### config.mk
export PLATFORM = sky130hd
export DESIGN_NAME = linebuf_seq_ctrl
export DESIGN_NICKNAME = d
export VERILOG_FILES = /design/src/rtl/linebuf_seq_ctrl.sv
export SDC_FILE = /design/constraint.sdc
export NUM_CORES = 1
export LEC_CHECK = 0
export CAP_MARGIN = 5
export CORE_ASPECT_RATIO = 1.5
export CORE_MARGIN = 10
export CORE_UTILIZATION = 55
export DETAILED_ROUTE_END_ITERATION = 7
export DONT_BUFFER_PORTS = 1
export PLACE_DENSITY_LB_ADDON = 0.08
export SYNTH_ARGS = -nofsm -noshare
export SYNTH_HDL_FRONTEND = slang
export SYNTH_SLANG_ARGS = --single-unit
### constraint.sdc
create_clock -name clk -period 5.35 [get_ports clk]
set_input_delay 1.07 -clock clk [delete_from_list [all_inputs] [get_ports clk]]
set_output_delay 1.07 -clock clk [all_outputs]
set_load 0.02 [all_outputs]
### src/rtl/linebuf_seq_ctrl.sv
// linebuf_seq_ctrl
// Sequencer for a cascade of ROWS line FIFOs that builds a (ROWS+1)-line
// vertical window over a raster frame.
//
// Ports:
//   clk         rising-edge clock
//   rst         asynchronous, active-high reset
//   start       frame start pulse, honoured only while idle
//   width       pixels per line, captured at start
//   height      lines per frame, captured at start
//   pix_valid   upstream pixel strobe
//   pix_ready   pixel can be accepted (FILL/RUN, combinational)
//   fifo_clken  clock enable shared by all line FIFOs (combinational)
//   fifo_enable read-enable qualifier for the FIFOs, high in RUN
//   fifo_rst_n  active-low re-arm reset for the FIFOs, low in DONE
//   col, row    position counters of the accepted pixel stream
//   win_valid   window output qualifier, one cycle after each RUN accept
//   frame_done  one-cycle end-of-frame pulse
//   busy        sequencer is not idle
//   cfg_err     one-cycle pulse on a start with an illegal geometry
module linebuf_seq_ctrl #(
    parameter int AWIDTH = 11,
    parameter int MAXW   = 1936,
    parameter int ROWS   = 2
) (
    input  logic              clk,
    input  logic              rst,
    input  logic              start,
    input  logic [AWIDTH-1:0] width,
    input  logic [AWIDTH-1:0] height,
    input  logic              pix_valid,
    output logic              pix_ready,
    output logic              fifo_clken,
    output logic              fifo_enable,
    output logic              fifo_rst_n,
    output logic [AWIDTH-1:0] col,
    output logic [AWIDTH-1:0] row,
    output logic              win_valid,
    output logic              frame_done,
    output logic              busy,
    output logic              cfg_err
);

    typedef enum logic [2:0] {
        IDLE  = 3'd0,
        FILL  = 3'd1,
        RUN   = 3'd2,
        FLUSH = 3'd3,
        DONE  = 3'd4
    } state_t;

    localparam logic [AWIDTH-1:0] ZERO_C    = '0;
    localparam logic [AWIDTH-1:0] ONE_C     = AWIDTH'(1);
    localparam logic [AWIDTH-1:0] TWO_C     = AWIDTH'(2);
    localparam logic [AWIDTH-1:0] MAXW_C    = AWIDTH'(MAXW);
    localparam logic [AWIDTH-1:0] ROWS_C    = AWIDTH'(ROWS);
    localparam logic [AWIDTH-1:0] ROWS_M1_C = AWIDTH'(ROWS - 1);

    // A frame needs at least two pixels per line, must fit the FIFO depth,
    // and must have more lines than the FIFO cascade holds.
    function automatic logic cfg_legal(input logic [AWIDTH-1:0] w,
                                       input logic [AWIDTH-1:0] h);
        cfg_legal = (w >= TWO_C) && (w <= MAXW_C) && (h > ROWS_C);
    endfunction

    state_t            state_r, state_s;
    logic [AWIDTH-1:0] width_r, width_s;
    logic [AWIDTH-1:0] height_r, height_s;
    logic [AWIDTH-1:0] col_r, col_s;
    logic [AWIDTH-1:0] row_r, row_s;
    logic [AWIDTH-1:0] flush_cnt_r, flush_cnt_s;
    logic              fifo_enable_r, fifo_enable_s;
    logic              fifo_rst_n_r, fifo_rst_n_s;
    logic              win_valid_r, win_valid_s;
    logic              frame_done_r, frame_done_s;
    logic              busy_r, busy_s;
    logic              cfg_err_r, cfg_err_s;
    logic              accept_s;
    logic              col_last_s;
    logic              row_last_s;

    // Handshake and FIFO clock enable decoded straight from the state.
    always_comb begin
        pix_ready  = 1'b0;
        fifo_clken = 1'b0;
        case (state_r)
            FILL, RUN: begin
                pix_ready  = 1'b1;
                fifo_clken = pix_valid;
            end
            FLUSH: begin
                pix_ready  = 1'b0;
                fifo_clken = 1'b1;
            end
            default: begin
                pix_ready  = 1'b0;
                fifo_clken = 1'b0;
            end
        endcase
    end

    assign accept_s   = pix_valid & pix_ready;
    assign col_last_s = (col_r == (width_r - ONE_C));
    assign row_last_s = (row_r == (height_r - ONE_C));

    // Next-state, counter and registered-output decode.
    always_comb begin
        state_s     = state_r;
        width_s     = width_r;
        height_s    = height_r;
        col_s       = col_r;
        row_s       = row_r;
        flush_cnt_s = flush_cnt_r;
        win_valid_s = 1'b0;
        cfg_err_s   = 1'b0;

        case (state_r)
            IDLE: begin
                if (start) begin
                    if (cfg_legal(width, height)) begin
                        width_s  = width;
                        height_s = height;
                        col_s    = ZERO_C;
                        row_s    = ZERO_C;
                        state_s  = FILL;
                    end else begin
                        cfg_err_s = 1'b1;
                    end
                end else begin
                    state_s = IDLE;
                end
            end
            FILL, RUN: begin
                if (accept_s) begin
                    // Window data appears one cycle after a RUN accept,
                    // matching the FIFO read latency.
                    win_valid_s = (state_r == RUN);
                    if (col_last_s) begin
                        col_s = ZERO_C;
                        // Row wraps on the frame's final pixel so it never
                        // exceeds height-1.
                        if (row_last_s) begin
                            row_s = ZERO_C;
                        end else begin
                            row_s = row_r + ONE_C;
                        end
                        if ((state_r == FILL) && (row_r == ROWS_M1_C)) begin
                            state_s = RUN;
                        end else if ((state_r == RUN) && row_last_s) begin
                            state_s     = FLUSH;
                            flush_cnt_s = ZERO_C;
                        end else begin
                            state_s = state_r;
                        end
                    end else begin
                        col_s = col_r + ONE_C;
                    end
                end else begin
                    state_s = state_r;
                end
            end
            FLUSH: begin
                // Drain the cascade for exactly one line length.
                if (flush_cnt_r == (width_r - ONE_C)) begin
                    flush_cnt_s = ZERO_C;
                    state_s     = DONE;
                end else begin
                    flush_cnt_s = flush_cnt_r + ONE_C;
                end
            end
            DONE: begin
                state_s = IDLE;
            end
            default: begin
                state_s = IDLE;
            end
        endcase

        // Registered status follows the state being entered so that each
        // output is valid for exactly the cycles spent in that state.
        fifo_enable_s = (state_s == RUN);
        fifo_rst_n_s  = (state_s != DONE);
        frame_done_s  = (state_s == DONE);
        busy_s        = (state_s != IDLE);
    end

    // State, counters and registered outputs.
    always_ff @(posedge clk or posedge rst) begin
        if (rst) begin
            state_r       <= IDLE;
            width_r       <= ZERO_C;
            height_r      <= ZERO_C;
            col_r         <= ZERO_C;
            row_r         <= ZERO_C;
            flush_cnt_r   <= ZERO_C;
            fifo_enable_r <= 1'b0;
            fifo_rst_n_r  <= 1'b0;
            win_valid_r   <= 1'b0;
            frame_done_r  <= 1'b0;
            busy_r        <= 1'b0;
            cfg_err_r     <= 1'b0;
        end else begin
            state_r       <= state_s;
            width_r       <= width_s;
            height_r      <= height_s;
            col_r         <= col_s;
            row_r         <= row_s;
            flush_cnt_r   <= flush_cnt_s;
            fifo_enable_r <= fifo_enable_s;
            fifo_rst_n_r  <= fifo_rst_n_s;
            win_valid_r   <= win_valid_s;
            frame_done_r  <= frame_done_s;
            busy_r        <= busy_s;
            cfg_err_r     <= cfg_err_s;
        end
    end

    assign col         = col_r;
    assign row         = row_r;
    assign fifo_enable = fifo_enable_r;
    assign fifo_rst_n  = fifo_rst_n_r;
    assign win_valid   = win_valid_r;
    assign frame_done  = frame_done_r;
    assign busy        = busy_r;
    assign cfg_err     = cfg_err_r;

endmodule

==> Word level (Yosys, flattened, before mapping) <==
Cells that the tools add are included.
{ "totals": {"reg_bits": 64, "in_bits": 26, "out_inout_bits": 30, "elab_cells": 80} }
{ "classes": {"add_sub_neg": 5, "order_cmp": 3, "eq_ne": 16, "muxes": 30, "bitwise_logic": 1, "reduce_logical": 13} }
{ "ops": {"columns": ["op", "count"], "rows": [
  ["two-way mux 11 bit", 12],
  ["case mux 11 bit (2 select lines)", 3],
  ["adder 11 x 1 -> 11 bit (second input constant)", 3],
  ["equality test 11 bit", 3],
  ["subtractor 11 x 1 -> 11 bit (second input constant)", 2],
  ["two-way mux 3 bit", 7],
  ["inequality test 2 bit (second input constant)", 6],
  ["equality test 11 x 1 -> 1 bit (second input constant)", 1],
  [">= comparator 11 x 2 -> 1 bit (second input constant)", 1],
  ["greater-than comparator 11 x 2 -> 1 bit (second input constant)", 1],
  ["less-or-equal comparator 11 bit (second input constant)", 1],
  ["AND reduction 5 bit", 2],
  ["equality test 3 x 2 -> 1 bit (second input constant)", 3],
  ["case mux 3 bit (3 select lines)", 1],
  ["two-way mux 1 bit", 6],
  ["logical AND 1 bit", 4],
  ["AND reduction 4 bit", 1],
  ["nonzero test 2 bit", 2],
  ["equality test 3 x 1 -> 1 bit (second input constant)", 1],
  ["equality test 3 bit (second input constant)", 1],
  ["zero test 3 bit", 1],
  ["inequality test 3 bit (second input constant)", 1],
  ["AND reduction 3 bit", 1],
  ["nonzero test 3 bit", 1],
  ["other kinds (3)", 3]
]} }

==> Depth between registers and ports, before layout <==
{ "logic_depth": {"word_depth": 9, "depth_mapped": 12, "depth_no_buf": 9} }

==> Worst setup path after synthesis <==
OpenSTA, ideal clock, no wires.
{ "synth_timing": {"kind": "reg-to-reg", "startpoint": "register width_r[0]", "endpoint": "register row_r[10], in the netlist row[10]", "setup_ns": 0.078, "t_arrival_ns": 3.072, "t_required_ns": 5.272, "setup_slack_ns": 2.200, "path_stages_with_launch": 10, "path_buffers": 0, "period_less_slack_ns": 3.150, "cell_sequence": "dfrtp_1 > inv_1 > ha_1 > or3b_4 > or3_1 > a2111o_1 > a2111oi_4 > a21boi_2 > or4_1 > a21oi_1"} }
{ "synth_between": {"elab_chain_len": 4} }
{ "synth_rtl": {"columns": ["item", "line_no", "text"], "rows": [
  ["start: declaration", "67", "logic [AWIDTH-1:0] width_r, width_s;"],
  ["start signal: assignment", "204", "width_r <= width_s;"],
  ["subtractor 11 x 1 -> 11 bit", "103", "assign col_last_s = (col_r == (width_r - ONE_C));"],
  ["equality test 11 bit", "103", null],
  ["inequality test 2 bit (no line)", null, null],
  ["AND reduction 5 bit (no line)", null, null],
  ["end signal: assignment", "207", "row_r <= row_s;"],
  ["end: declaration", "70", "logic [AWIDTH-1:0] row_r, row_s;"]
]} }
Every way passes these cells.
A chain may end at the register's enable or synchronous reset.

==> Worst setup path in the final report <==
{ "layout_timing": {"startpoint": "register width_r[0]", "endpoint": "register row_r[2], in the netlist row[2]"} }
The elaborated chain is that of the path after synthesis.

==> qor.csv <==
metric;value;unit
status;finished clean;
Final Hold Viols;0;
post-DP HPWL;8590;µm
ys flop type;dfrtp_1;
unrepaired setup endpoints after global routing;no;
post-CTS sizing;0;
Ant. Diodes;0;
r2r setup slk;1.82;ns
post-synthesis register bit count;64;
Vias;3760;
GRT Util Overall;19.8;%
most frequent cells in the layout;dfrtp_1, nand2_1, nor2_1, nand3_1, mux2_2;
Hold Path Class;flip-flop to flip-flop;
part of the power in registers;45.4;%
largest net degree at the start of global routing;65;
P_int;0.000931;W
crit-path max cell delay;0.47;ns
top cells by area, synth;dfrtp_1, mux2_2, xnor2_1;
grt ovf;0;
Sw Ratio;25.8;%
CORE AREA;7710;µm²
first-pass GRT wire length;19100;µm
clk_lat worst skew;0.34;ns
fin crit share;66.0;%
skew final;0.00983;ns
row count;39;
drt total wl;11700;µm
crit-path cells;inv_1 > ha_1 > or3b_4 > or3_1 > a2111o_1 > a2111oi_4 > a21bo_2 > nand3_1 > o311ai_1;
crit-path leading delay family;compound AO/OA/AOI/OAI gates;
setup tns final;0;ns
drt first-iter violations;191;
Max FO, Critical Path;14;
DP Cell Count;573;
post-synth net total;533;
drt via density;6.38;
DRC errors left;0;
Final Max Tran Viols;0;
I/O pin cnt;56;
Netlist Area Pre-Place;4380;µm²
maxcap violations;0;
Post-synth EDFFs;0;
power per cell area;267;nW/µm²
number of buffers created by CTS;9;
Max-Slew Margin vs Limit;34.1;%
P_leak;2.13;nW
routability cong.;0.861;
area share of the largest cell type after synthesis;36.6;%
layout filler cell count;711;
fmax;283;MHz
die extent in y;129;µm
CTS tree;yes;
Final ANT Viol Nets;0;
average size of a mapped cell;8.75;µm²
clock buffer depth;2;
crit path time final;3.53;ns
initial antenna violation count;0;
synth warn;0;
critical path's slowest cell;a2111o_1;
clock sink total;64;
area grow syn2layout;7.31;%
CTS clock-pin slew for the worst setup and hold paths;0.05;ns
htree depth;3;
WP data arrival;3.77;ns
Worst setup endpoint;row[2]$_DFFE_PP0P_;
fin cells;589;
# Post-CTS Setup Buffers;0;
area occupied by multi-input gates;2560;µm²
critical path data required time;5.59;ns
Wirelength per Cell;19.9;µm
fin nets;514;
Worst R2R Path Depth;9;
Seq/Total Area, Yosys;36.6;%
Register Area;1600;µm²
reg-to-reg startpoint;width_r[0]$_DFFE_PP0P_;
Synth cell types;68;
Cells after Synth;501;
die area;12000;µm²
CP startpoint kind;flip-flop;
Comb power frac;7.6;%
number of global-route vias before repair;3682;
Critical Path Start;width_r[0]$_DFFE_PP0P_;
Crit path depth;9;
biggest area consumer among synthesized cells;dfrtp_1;
Die X;92.9;µm
ys async rst share;100;%
RR Endpoint;row[2]$_DFFE_PP0P_;
clk root buf;clkbuf_16;
Post-CTS Hold Fix Bufs;0;
Pre-antenna DRT Iters;4;
Final setup viols;0;
layout cells sized above 1;11.1;%
most common cell after layout, fill and taps aside;dfrtp_1;
switching power;0.000323;W
initial core utilization;56.8;%
clock power share;47.0;%
Worst-Margin Slew;0.981;ns
crit end category;flip-flop;
Crit path buffers/inverters;1;
peak supply drop;0.000274;V
CP Class;flip-flop to flip-flop;
I/O Buffers;0;
## cells by family (layout without fill, tap and decap cells)
logic type | Yosys count | in the layout | share of synthesized area (%)
mux | 28 | 28 | 7.08
simple gates | 196 | 196 | 23.2
fa+ha+maj | 6 | 6 | 1.71
compound gates | 110 | 110 | 18.1
flops | 64 | 64 | 36.6
buf+inv | 57 | 43 | 5.11
xor+xnor | 40 | 40 | 8.31
## worst reg2reg max path, stage by stage (launching register included)
cell       delay [ns]
dfrtp_1          0.44
inv_1            0.11
ha_1             0.28
or3b_4           0.44
or3_1            0.38
a2111o_1         0.47
a2111oi_4        0.41
a21bo_2          0.36
nand3_1          0.26
o311ai_1         0.29
## routing by layer
layer	GRT usage (%)	wire, µm
met3	6.07	661
met5	0	0
met2	36.1	6460
met4	7.74	229
met1	20.7	4390
## flip-flops by register name, summed over array words and instances (netlist names)
name and count:
win_valid 1, cfg_err 1, busy 1, flush_cnt_r 11, col 11, width_r 11
fifo_enable 1, fifo_rst_n 1, state_r 3, row 11, height_r 11, frame_done 1
## power groups by stage
stage / registers (W) / logic, W / clock network (W)
floorplan: 0.000559 / 0.0000815 / 0
global placement: 0.000579 / 0.0000945 / 0
detailed placement: 0.000579 / 0.0000963 / 0
CTS: 0.000569 / 0.0000971 / 0.000600
global route: 0.000573 / 0.000109 / 0.000618
finish: 0.000569 / 0.0000957 / 0.000590
## metrics by stage
step / hold slack [ns] / util [%] / area (µm²) / setup WS, ns / power, W
2_1_floorplan: 0.500 / - / 4380 / 2.20 / 0.000641
3_3_place_gp: 0.541 / 57.1 / 4400 / 1.93 / 0.000673
3_5_place_dp: 0.552 / 57.1 / 4400 / 1.83 / 0.000675
4_1_cts: 0.563 / 61.0 / 4700 / 1.79 / 0.00127
5_1_grt: 0.580 / 61.0 / 4700 / 1.58 / 0.00130
6_report: 0.558 / 61.0 / 4700 / 1.82 / 0.00125
## synthesized netlist by cell type, types with 5 or more instances
| library cell | instances |
|---|---|
| a21oi_1 | 15 |
| a32oi_1 | 9 |
| and3_1 | 9 |
| clkbuf_1 | 29 |
| dfrtp_1 | 64 |
| ha_1 | 6 |
| inv_1 | 23 |
| mux2_2 | 24 |
| nand2_1 | 43 |
| nand3_1 | 29 |
| nand4_1 | 17 |
| nor2_1 | 36 |
| nor3_1 | 20 |
| nor4_1 | 6 |
| o211ai_1 | 7 |
| o21ai_0 | 17 |
| o21ai_1 | 11 |
| o31ai_1 | 5 |
| or3_1 | 8 |
| or4_1 | 7 |
| xnor2_1 | 23 |
| xor2_1 | 16 |
## area by class of cell
cell class	instances	area share, %
multi-input combinational	380	54.4
inverter	23	1.84
clock buffer	13	5.53
tap	102	2.71
sequential	64	34.1
clock inverter	3	0.852
timing repair buffer	4	0.639
## worst min path at each step
stage	slack (ns)	depth (start not counted)	to	start
floorplan	0.50	1	height_r[10]$_DFFE_PP0P_	height_r[10]$_DFFE_PP0P_
global placement	0.54	1	width_r[1]$_DFFE_PP0P_	width_r[1]$_DFFE_PP0P_
detailed placement	0.55	1	height_r[10]$_DFFE_PP0P_	height_r[10]$_DFFE_PP0P_
CTS	0.56	1	height_r[10]$_DFFE_PP0P_	height_r[10]$_DFFE_PP0P_
global route	0.58	1	height_r[10]$_DFFE_PP0P_	height_r[10]$_DFFE_PP0P_
finish	0.56	1	height_r[10]$_DFFE_PP0P_	height_r[10]$_DFFE_PP0P_
Power figures use the tool's default switching activity.
